File: src/rtl/noise_word_packer.sv
// ---------------------------------------------------------------------------
// noise_word_packer
//
// Packs a serial random bit stream (one qualified bit per clock) into
// WIDTH-bit noise samples and buffers them in a DEPTH-entry show-ahead FIFO
// that is drained over a valid/ready handshake. If a completed word cannot be
// stored, it is dropped. Each drop sets a sticky overflow flag and bumps a
// saturating counter.
//
// Ports
//   clk           system clock, all state on the rising edge
//   reset         asynchronous, active-high; clears all state
//   bit_in        serial random bit
//   bit_en        bit_in is valid this cycle
//   flush         discard the partially assembled word (wins over bit_en)
//   clr_overflow  clear overflow and drop_count (a same-cycle drop wins)
//   sample        FIFO head word, 0 while sample_valid is low
//   sample_valid  FIFO is non-empty
//   sample_ready  consumer accepts the head word this cycle
//   fill          number of words held, 0..DEPTH
//   overflow      sticky: a completed word was dropped
//   drop_count    number of dropped words, saturates at 0xFFFF
// ---------------------------------------------------------------------------
module noise_word_packer #(
    parameter int WIDTH = 8,
    parameter int DEPTH = 4,
    parameter int AW    = 2
) (
    input  logic             clk,
    input  logic             reset,
    input  logic             bit_in,
    input  logic             bit_en,
    input  logic             flush,
    input  logic             clr_overflow,
    output logic [WIDTH-1:0] sample,
    output logic             sample_valid,
    input  logic             sample_ready,
    output logic [AW:0]      fill,
    output logic             overflow,
    output logic [15:0]      drop_count
);

    localparam int            BW       = (WIDTH > 1) ? $clog2(WIDTH) : 1;
    localparam logic [BW-1:0] LAST_BIT = BW'(WIDTH - 1);
    localparam logic [AW:0]   FULL     = (AW + 1)'(DEPTH);

    logic [WIDTH-1:0] word;
    logic [BW-1:0]    bcnt;
    logic [WIDTH-1:0] mem [DEPTH];
    logic [AW-1:0]    wr_ptr;
    logic [AW-1:0]    rd_ptr;

    logic [WIDTH-1:0] next_word;
    logic             word_done;
    logic             pop;
    logic             push;
    logic             drop;

    // A full FIFO still accepts a word when the head leaves in the same cycle.
    always_comb begin
        next_word = {word[WIDTH-2:0], bit_in};
        word_done = bit_en && !flush && (bcnt == LAST_BIT);
        pop       = sample_valid && sample_ready;
        push      = word_done && ((fill != FULL) || pop);
        drop      = word_done && (fill == FULL) && !pop;
    end

    assign sample_valid = (fill != '0);
    assign sample       = sample_valid ? mem[rd_ptr] : '0;

    // NOTE: state is updated with non-blocking assignments so every register
    // samples the pre-edge values, independent of block ordering.
    always_ff @(posedge clk or posedge reset) begin
        if (reset) begin
            word <= '0;
            bcnt <= '0;
        end else if (flush) begin
            word <= '0;
            bcnt <= '0;
        end else if (bit_en) begin
            word <= next_word;
            bcnt <= word_done ? '0 : bcnt + 1'b1;
        end
    end

    // NOTE: the storage array has no reset; stale entries are never visible
    // because sample is gated by sample_valid, and the pointers and fill are reset.
    always_ff @(posedge clk) begin
        if (push) begin
            mem[wr_ptr] <= next_word;
        end
    end

    always_ff @(posedge clk or posedge reset) begin
        if (reset) begin
            wr_ptr <= '0;
            rd_ptr <= '0;
            fill   <= '0;
        end else begin
            if (push) wr_ptr <= wr_ptr + 1'b1;
            if (pop)  rd_ptr <= rd_ptr + 1'b1;
            case ({push, pop})
                2'b10:   fill <= fill + 1'b1;
                2'b01:   fill <= fill - 1'b1;
                default: fill <= fill;
            endcase
        end
    end

    // A drop in the same cycle as clr_overflow leaves a count of one.
    always_ff @(posedge clk or posedge reset) begin
        if (reset) begin
            overflow   <= 1'b0;
            drop_count <= '0;
        end else if (drop) begin
            overflow <= 1'b1;
            if (clr_overflow)
                drop_count <= 16'd1;
            else if (drop_count != 16'hFFFF)
                drop_count <= drop_count + 16'd1;
        end else if (clr_overflow) begin
            overflow   <= 1'b0;
            drop_count <= '0;
        end
    end

endmodule

File: config.mk
export PLATFORM = sky130hd
export DESIGN_NAME = noise_word_packer
export DESIGN_NICKNAME = d
export VERILOG_FILES = /design/src/rtl/noise_word_packer.sv
export SDC_FILE = /design/constraint.sdc
export NUM_CORES = 1
export LEC_CHECK = 0
export CAP_MARGIN = 20
export CELL_PAD_IN_SITES_DETAIL_PLACEMENT = 0
export CELL_PAD_IN_SITES_GLOBAL_PLACEMENT = 1
export CORE_UTILIZATION = 49
export CTS_CLUSTER_DIAMETER = 50
export DETAILED_ROUTE_END_ITERATION = 6
export PLACE_DENSITY_LB_ADDON = 0.2
export SYNTH_ARGS = -nofsm -noshare
export SYNTH_HDL_FRONTEND = slang
export SYNTH_SLANG_ARGS = --single-unit
File: constraint.sdc
create_clock -name clk -period 4.8 [get_ports clk]
set_input_delay 0.96 -clock clk [delete_from_list [all_inputs] [get_ports clk]]
set_output_delay 0.96 -clock clk [all_outputs]
set_load 0.02 [all_outputs]
==> impl_metrics.xml <==
<?xml version="1.0" encoding="UTF-8"?>
<metrics>
  <group name="global_route">
    <metric name="grt_use_met2" unit="">0.3109</metric>
    <metric name="global_route.usage.met3" unit="">0.03708</metric>
    <metric name="grt_overflow" unit="">0</metric>
    <metric name="grt_max_degree" unit="">35</metric>
    <metric name="grt.busiest_layer" unit="">met2</metric>
    <metric name="track_usage" unit="">0.1993</metric>
    <metric name="via_count_of_the_first_global_routing_pass" unit="">1860</metric>
    <metric name="antenna_found_initial" unit="">0</metric>
    <metric name="groute.layer.met1.usage" unit="">0.2714</metric>
    <metric name="grt_pass1_wl" unit="um">9342</metric>
  </group>
  <group name="sta">
    <metric name="hold_violation_count_in_the_final_report" unit="">0</metric>
    <metric name="clock_skew" unit="ps">10.92</metric>
    <metric name="final_period_minus_worst_setup_slack" unit="ps">3311</metric>
    <metric name="final_max_slew_viol_count" unit="">0</metric>
    <metric name="worst_slack" unit="ps">1489</metric>
    <metric name="finalSetupViolCount" unit="">0</metric>
    <metric name="unrepaired_setup_endpoints_after_global_routing" unit="">false</metric>
    <metric name="finalSetupTns" unit="ps">0</metric>
    <metric name="fmaxAchievable" unit="MHz">302.1</metric>
    <metric name="period_share" unit="">0.6897</metric>
    <metric name="max_slew.worst_pin.slew" unit="ps">936.1</metric>
    <metric name="slew_headroom" unit="">0.3702</metric>
    <metric name="fin_hold_ws" unit="ps">532.4</metric>
  </group>
  <group name="clocking">
    <metric name="post_cts_resized" unit="">0</metric>
    <metric name="post_cts_setup_inserts" unit="">0</metric>
    <metric name="clock_latency_late_sink" unit="ps">340</metric>
    <metric name="cts_inserted_buffers" unit="">9</metric>
    <metric name="cts_max_path_buffers" unit="">2</metric>
    <metric name="clkSlewWorstSetupHoldPaths" unit="ps">80</metric>
    <metric name="cts_root_buf" unit="">clkbuf_8</metric>
    <metric name="tritoncts_clock_tree" unit="">built</metric>
    <metric name="cts.hold.buffers_added" unit="">0</metric>
    <metric name="tritoncts_num_sinks" unit="">66</metric>
    <metric name="h-tree-depth" unit="">3</metric>
  </group>
  <group name="final_layout">
    <metric name="fillerInstances" unit="">484</metric>
    <metric name="drive_gt1_frac" unit="">0.1264</metric>
    <metric name="design.final.nets" unit="">288</metric>
    <metric name="final_core_util" unit="">0.6153</metric>
    <metric name="n_antenna_cell" unit="">0</metric>
    <metric name="area_growth" unit="%">19.75</metric>
    <metric name="fin_cells" unit="">352</metric>
  </group>
  <group name="floorplan">
    <metric name="fp-row-count" unit="">28</metric>
    <metric name="die_y" unit="um">81.03</metric>
    <metric name="fp.dieArea" unit="sq um">6566</metric>
    <metric name="top_level_pins" unit="">36</metric>
    <metric name="initial_utilization" unit="">0.5139</metric>
    <metric name="placeableCoreArea" unit="sq um">5956</metric>
    <metric name="die_width" unit="um">81.03</metric>
  </group>
  <group name="logic_synthesis">
    <metric name="synth_area_leaders" unit="">edfxtp_1, dfrtp_1, mux4_2</metric>
    <metric name="ys_types" unit="">46</metric>
    <metric name="ys_seq_elements" unit="">66</metric>
    <metric name="synth.top_cell.area_share" unit="">0.3140</metric>
    <metric name="postSynth.asyncResetShare" unit="">0.5152</metric>
    <metric name="synth_seq_area_share" unit="">0.5920</metric>
    <metric name="synth_enable_flop_cells" unit="">32</metric>
    <metric name="synth_area" unit="sq um">3060</metric>
    <metric name="postSynthAreaPerCell" unit="sq um">13.13</metric>
    <metric name="synth.net_count" unit="">249</metric>
    <metric name="ys.warnings.count" unit="">0</metric>
    <metric name="synth.most_common_cell" unit="">dfrtp_1</metric>
    <metric name="synthesis.instances" unit="">233</metric>
    <metric name="yosysTopAreaCell" unit="">edfxtp_1</metric>
    <metric name="synth_flop_cell" unit="">dfrtp_1</metric>
    <metric name="synth.cells.most_frequent" unit="">dfrtp_1, edfxtp_1, nor2_1</metric>
  </group>
  <group name="critical_path">
    <metric name="startpoint_type" unit="">flop</metric>
    <metric name="critical_path.endpoint_type" unit="">primary output</metric>
    <metric name="setup.worst_path.class" unit="">flop to primary output</metric>
    <metric name="critical_path_required" unit="ps">3840</metric>
    <metric name="timing.critical_path.arrival" unit="ps">2350</metric>
    <metric name="worstPathMaxFanout" unit="">10</metric>
  </group>
  <group name="flow_run">
    <metric name="cap_violations" unit="">0</metric>
  </group>
  <group name="placement">
    <metric name="dp_hpwl" unit="um">3997</metric>
    <metric name="pre_cts_slack" unit="ps">1227</metric>
    <metric name="place.gp.congestion" unit="">0.7706</metric>
    <metric name="input_output_buffers" unit="">35</metric>
    <metric name="dp.cells" unit="">336</metric>
  </group>
  <group name="route">
    <metric name="routed_via_density" unit="">5.736</metric>
    <metric name="detail_route.first_pass.iterations" unit="">4</metric>
    <metric name="avgRoutedWirePerCell" unit="um">16.53</metric>
    <metric name="vias" unit="">2019</metric>
    <metric name="drtIter0Drc" unit="">112</metric>
    <metric name="antenna_violating_nets_remaining" unit="">0</metric>
    <metric name="route.detailed.drc" unit="">0</metric>
    <metric name="wirelength" unit="um">5819</metric>
  </group>
  <group name="power">
    <metric name="leakage" unit="nW">1.456</metric>
    <metric name="worst_ir_drop_vdd" unit="uV">267.6</metric>
    <metric name="power_density" unit="nW/um^2">400.2</metric>
  </group>
  <group name="outcome">
    <metric name="outcome" unit="">finished clean</metric>
  </group>
  <group name="min_path">
    <metric name="min-delay-path-class" unit="">flop to flop</metric>
  </group>
</metrics>
[sequential cells by signal, summed over array words and instances, names as in the netlist]
| name | count |
|---|---|
| bcnt | 3 |
| rd_ptr | 2 |
| drop_count | 16 |
| fill | 3 |
| mem | 32 |
| wr_ptr | 2 |
| overflow | 1 |
| word | 7 |
[stage by stage]
| stage | instance area (sq um) | total power (W) |
|---|---|---|
| 3_5_place_dp | 3472 | 0.001030 |
| 2_1_floorplan | 3060 | 0.0008981 |
| 4_1_cts | 3665 | 0.001483 |
| 3_3_place_gp | 3472 | 0.001017 |
| 6_report | 3665 | 0.001466 |
| 5_1_grt | 3665 | 0.001535 |
[layout make-up]
cell class,instances,area (sq um),area share
inverters,9,33.78,0.009218
repair buffers,36,357.8,0.09764
multi-input cells,150,1175,0.3206
clock buffers,9,123.9,0.03380
clock inverters,7,68.82,0.01878
flip-flops and latches,66,1812,0.4944
well taps,75,93.84,0.02561
[worst max-delay path, stage by stage, from the launching register on]
cell             delay [ps]
dfrtp_1                 730
mux4_2                  590
and2_1                  170
clkdlybuf4s50_1         530
[kinds of logic after synthesis]
kind of cell | count (synthesis) | synth area share
fa+ha+maj | 9 | 0.03925
flops | 66 | 0.5920
buf+inv | 17 | 0.02412
mux | 18 | 0.09199
compound gates | 30 | 0.05765
simple gates | 86 | 0.1750
xor+xnor | 7 | 0.02003
[power by group]
part           switching, W  internal (W)
clock network      0.000219      0.000239
registers         0.0000610      0.000615
logic              0.000148      0.000185
total              0.000427       0.00104
[routing by layer]
layer / vias up / routed length, um
li1: 965 / -
met1: 995 / 2779
met2: 50 / 2747
met3: 9 / 199
met4: 0 / 92
met5: - / 0
[placed cells by master, fill, tap and decap left out, types with 4 or more instances in the layout]
cell,count
a21oi_1,12
a31oi_1,5
and2_1,12
and3_2,4
and4_1,4
clkbuf_8,9
clkdlybuf4s50_1,35
dfrtp_1,34
edfxtp_1,32
ha_1,8
inv_1,9
mux2i_1,9
mux4_2,8
nand2_1,5
nand3_1,6
nand4_1,7
nor2_1,16
nor3_1,6
o21ai_0,5
o31ai_1,4
or4_1,6
xnor2_1,4
[path summary, 6_finish.rpt]
kind | end | startpoint | slack [ps] | cells after the start
worst max-delay path | sample[3] | rd_ptr[0] | 1490 | 3
worst min-delay path | bcnt[1] | bcnt[1] | 530 | 2
worst max register to register | fill[2] | bcnt[0] | 2340 | 11
worst min register to register | bcnt[1] | bcnt[1] | 530 | 2
max in group asynchronous | bcnt[0] | reset | 3470 | 3
min in group asynchronous | bcnt[2] | reset | 1020 | 3
No activity file was read; power rests on OpenSTA's default activity.
==> RTL change 1 (same flow settings) <==
Change the parameter `DEPTH` from 4 to 2.
--- a/src/rtl/noise_word_packer.sv
+++ b/src/rtl/noise_word_packer.sv
@@ -25,3 +25,3 @@
     parameter int WIDTH = 8,
-    parameter int DEPTH = 4,
+    parameter int DEPTH = 2,
     parameter int AW    = 2
Function: same outputs for any inputs over 10 cycles, from zero or initial values and one cycle with reset high; that may be too few to reach the edited logic, so the function may still have changed.
==> RTL change 1 against the unedited design <==
The flow now finishes with violations (design-rule violations). Area after synthesis down 23%. Die area down 23%. First-iteration DRC count up 0.89%. Routed wire length down 24%. Power down 29%. Worst setup slack better by 110 ps. Utilization up 2.5 points. Critical path depth up 1. Final area down 22%. Sequential cell count down 18. Synthesized cell count down 8.6%. Non-clock buffer count up 2. Hold slack worse by 37 ps. Critical path type is now in2reg. Largest cell class unchanged.
==> RTL change 1: results (changes against the unedited design) <==
status: "complete, but fails checks"  # was finished clean
dp_hpwl_um: 3170  # was 4000 um
ir_drop_uv: 211  # was 268 uV
dp_cells: 294  # was 336
final_cells: 302  # was 352
crit_slowest_cell: "clkdlybuf4s50_1"  # was dfrtp_1
htree_levels: 2  # was 3
grt_pass1_wl_um: 7390  # was 9340 um
clock-skew-final_ps: 5.68  # was 10.9 ps
drive_gt1_share_pct: 4.80  # was 12.6%
nNetsFinal: 261  # was 288
cts_made_buffers: 5  # was 9
ys_top_cells_by_area: "dfrtp_1, edfxtp_1, mux2i_1"  # was edfxtp_1, dfrtp_1, mux4_2
drc: 2  # was 0
ys_async_sr_fraction_pct: 66.7  # was 51.5%
place_congestion: 0.780  # was 0.771
wire_per_inst_um: 14.6  # was 16.5 um
cp_data_arrival_time_ps: 3130  # was 2350 ps
drt_pass1_iterations: 6  # was 4
drt_iter0_drc: 113  # was 112
violations: "design-rule violations"
dpl_cell_area_sq_um: 2750  # was 3470 sq um
p_leak_nw: 1.20  # was 1.46 nW
crit_family: "simple AND/OR/NAND/NOR gates"  # was flip-flops
insertion_delay_ps: 290  # was 340 ps
synth_edf_count: 16  # was 32
fillCellCount: 379  # was 484
r2r-start: "fill[0]"  # was bcnt[0]
grt_pass1_vias: 1507  # was 1860
critPathLaunch: "bit_en"  # was rd_ptr[0]
cp_max_fo: 11  # was 10
seq_area_frac_synth_pct: 54.6  # was 59.2%
avgSynthCellArea_sq_um: 11.0  # was 13.1 sq um
## RTL change 1: cell types whose count changed in the layout (fill, tap and decap cells not counted), sizes merged, moves of 6 or more
cell / unedited run / this run
mux4: 8 / 0
nor2: 16 / 23
and2: 12 / 2
mux2i: 9 / 23
and3: 7 / 0
nand2: 5 / 11
edfxtp: 32 / 16
a21oi: 12 / 5
## RTL change 1: logic make-up after synthesis
group                      count (synthesis)  share of synthesized area [%]
buffers and inverters                     19                           3.25
and+or+nand+nor                           88                           20.6
xor gates and xnor gates                  10                           3.73
muxes                                     23                           9.81
DFF                                       48                           54.6
adders and majority gates                  5                           2.99
AOI/OAI and AO/OA                         20                           5.01
## RTL change 1: layer usage
layer | share of wire [%] | up-vias | GRT usage, %
met1 | 51 | 818 | 29.1
met5 | 0 | - | 0
met2 | 44 | 38 | 27.4
met3 | 4.6 | 2 | 3.56
li1 | - | 831 | -
met4 | 0.39 | 0 | 5.11
## RTL change 1: worst reg2reg max path, stage by stage, from the launching register on
cell and delay, ps:
dfrtp_1 440, or4b_1 750, nand2b_1 240, ha_1 210, inv_1 60, fa_1 370
xor2_1 150, nor2_1 110, xor2_1 140
## RTL change 1: final cells by class
cell class	instances	share of cell area [%]
flip-flops and latches	48	44.7
multi-input cells	146	34.5
repair buffers	38	13.0
clock buffers	6	2.88
well taps	52	2.27
clock inverters	2	1.35
inverters	10	1.31
## RTL change 1: report_power, final
| group | internal [mW] | switching, mW | total [mW] |
|---|---|---|---|
| sequential | 0.443 | 0.0378 | 0.481 |
| combinational | 0.126 | 0.131 | 0.257 |
| clock | 0.170 | 0.132 | 0.303 |
| total | 0.740 | 0.301 | 1.04 |
## RTL change 1: path summary, 6_finish.rpt
kind / to / slack [ps]
min in group asynchronous: drop_count[2] / 980
min: mem[1][7] / 500
max in group asynchronous: drop_count[8] / 3160
max: mem[1][0] / 1590
min reg2reg: mem[1][7] / 500
max reg2reg: fill[2] / 2270
## RTL change 1: metrics by stage
step	util [%]	power, mW
CTS	64.1	1.05
global route	64.1	1.09
floorplan	-	0.646
detailed placement	61.4	0.749
global placement	61.4	0.745
finish	64.1	1.04
==> RTL change 2 (config.mk and constraints unchanged) <==
Without the edit above. Make the reset (`reset`) synchronous in 3 clocked blocks. Comments in the files are not updated.
--- a/src/rtl/noise_word_packer.sv
+++ b/src/rtl/noise_word_packer.sv
@@ -72,3 +72,3 @@
     // samples the pre-edge values, independent of block ordering.
-    always_ff @(posedge clk or posedge reset) begin
+    always_ff @(posedge clk) begin
         if (reset) begin
@@ -93,3 +93,3 @@
 
-    always_ff @(posedge clk or posedge reset) begin
+    always_ff @(posedge clk) begin
         if (reset) begin
@@ -110,3 +110,3 @@
     // A drop in the same cycle as clr_overflow leaves a count of one.
-    always_ff @(posedge clk or posedge reset) begin
+    always_ff @(posedge clk) begin
         if (reset) begin
Check against the original RTL: differs if reset is asserted again (counterexample within 10 cycles, from zero or initial values and one cycle with reset high); with reset held inactive, the same outputs for 10 cycles.
==> RTL change 2 against the unedited design <==
Final cell count up 2.8%. Die area decreased by 3.2%. Final area shrank 3.4%. Sequential cell count increased by 2. Area after synthesis shrank 3.3%. Critical endpoint is now sample[5]. Worst setup slack improved by 74 ps. Hold slack lost 69 ps. Non-clock buffer count did not move. Routed wire length down 4.9%. Critical path type unchanged.
Power is not compared: it rests on default switching activity, and its combinational part moved more than twofold at a synthesized area within 25%.
==> RTL change 2: results (changes against the unedited design) <==
status: "finished clean"  # unchanged
crit_slowest_cell: "dfxtp_1"  # was dfrtp_1
grt_max_degree: 19  # was 35
nNetsFinal: 301  # was 288
r2r-start: "bcnt[0]"  # unchanged
critPathCapture: "sample[5]"  # was sample[3]
critPathMaxStageDelay_ps: 670  # was 730 ps
holdCritStartpoint: "overflow"  # was bcnt[1]
holdWs_ps: 464  # was 532 ps
grt_usage_pct: 19.7  # was 19.9%
pre_cts_ws_ps: 1420  # was 1230 ps
muxShareOfSynthArea_pct: 9.13  # was 9.20%
num_vias: 1941  # was 2019
synthTopCellsByCount: "dfxtp_1, edfxtp_1, nor2_1"  # was dfrtp_1, edfxtp_1, nor2_1
dp_cells: 346  # was 336
drive_gt1_share_pct: 13.1  # was 12.6%
finalInstanceArea_sq_um: 3540  # was 3660 sq um
cp_data_arrival_time_ps: 2280  # was 2350 ps
rr_endpoint: "fill[2]"  # unchanged
syn_nets: 264  # was 249
finalCritPeriodShare_pct: 67.4  # was 69.0%
fillCellCount: 473  # was 484
synthFlopType: "dfxtp_1"  # was dfrtp_1
wl_um: 5540  # was 5820 um
grt_pass1_wl_um: 9110  # was 9340 um
cp_max_fo: 8  # was 10
ys_top_cells_by_area: "edfxtp_1, dfxtp_1, mux4_2"  # was edfxtp_1, dfrtp_1, mux4_2
synth-xor-area-share_pct: 3.85  # was 2.00%
ys_async_sr_fraction_pct: 0  # was 51.5%
syn_inst: 248  # was 233
dpl_cell_area_sq_um: 3370  # was 3470 sq um
place_congestion: 0.800  # was 0.771
worst_pin_slew_ps: 674  # was 936 ps
seq_area_frac_synth_pct: 56.8  # was 59.2%
synthAdderAreaFrac_pct: 4.06  # was 3.92%
clock-skew-final_ps: 9.08  # was 10.9 ps
hold_class: "reg2reg"  # unchanged
whs_endpoint: "overflow"  # was bcnt[1]
rrSetupSlack_ps: 2240  # was 2340 ps
drt_iter0_drc: 94  # was 112
==> RTL change 2: area by class of cell <==
class	count	share of cell area, %
timing repair buffer	36	10.1
multi-input combinational	161	34.1
inverter	9	0.954
tap	72	2.54
clock inverter	4	0.742
sequential	68	47.5
clock buffer	12	4.10
==> RTL change 2: cells by family (layout without fill, tap and decap cells) <==
logic type | count (synthesis) | after routing
buffers and inverters | 19 | 61
flip-flops | 68 | 68
AO/OA/AOI/OAI | 34 | 34
multiplexers | 17 | 17
AND/OR/NAND/NOR | 88 | 88
adder cells (fa/ha/maj) | 9 | 9
XOR/XNOR | 13 | 13
==> RTL change 2: worst min-delay path, delay by kind of cell (launching register included) <==
| family | cells | cell delay [ps] |
|---|---|---|
| flip-flops | 1 | 310 |
| AND/OR/NAND/NOR | 1 | 50 |
| AO/OA/AOI/OAI | 1 | 50 |
==> RTL change 2: per-layer routing <==
metal	routed length (um)	global-route usage [%]
met5	0	0
met2	2760	31.9
met4	65	8.73
met3	193	5.26
met1	2520	24.4
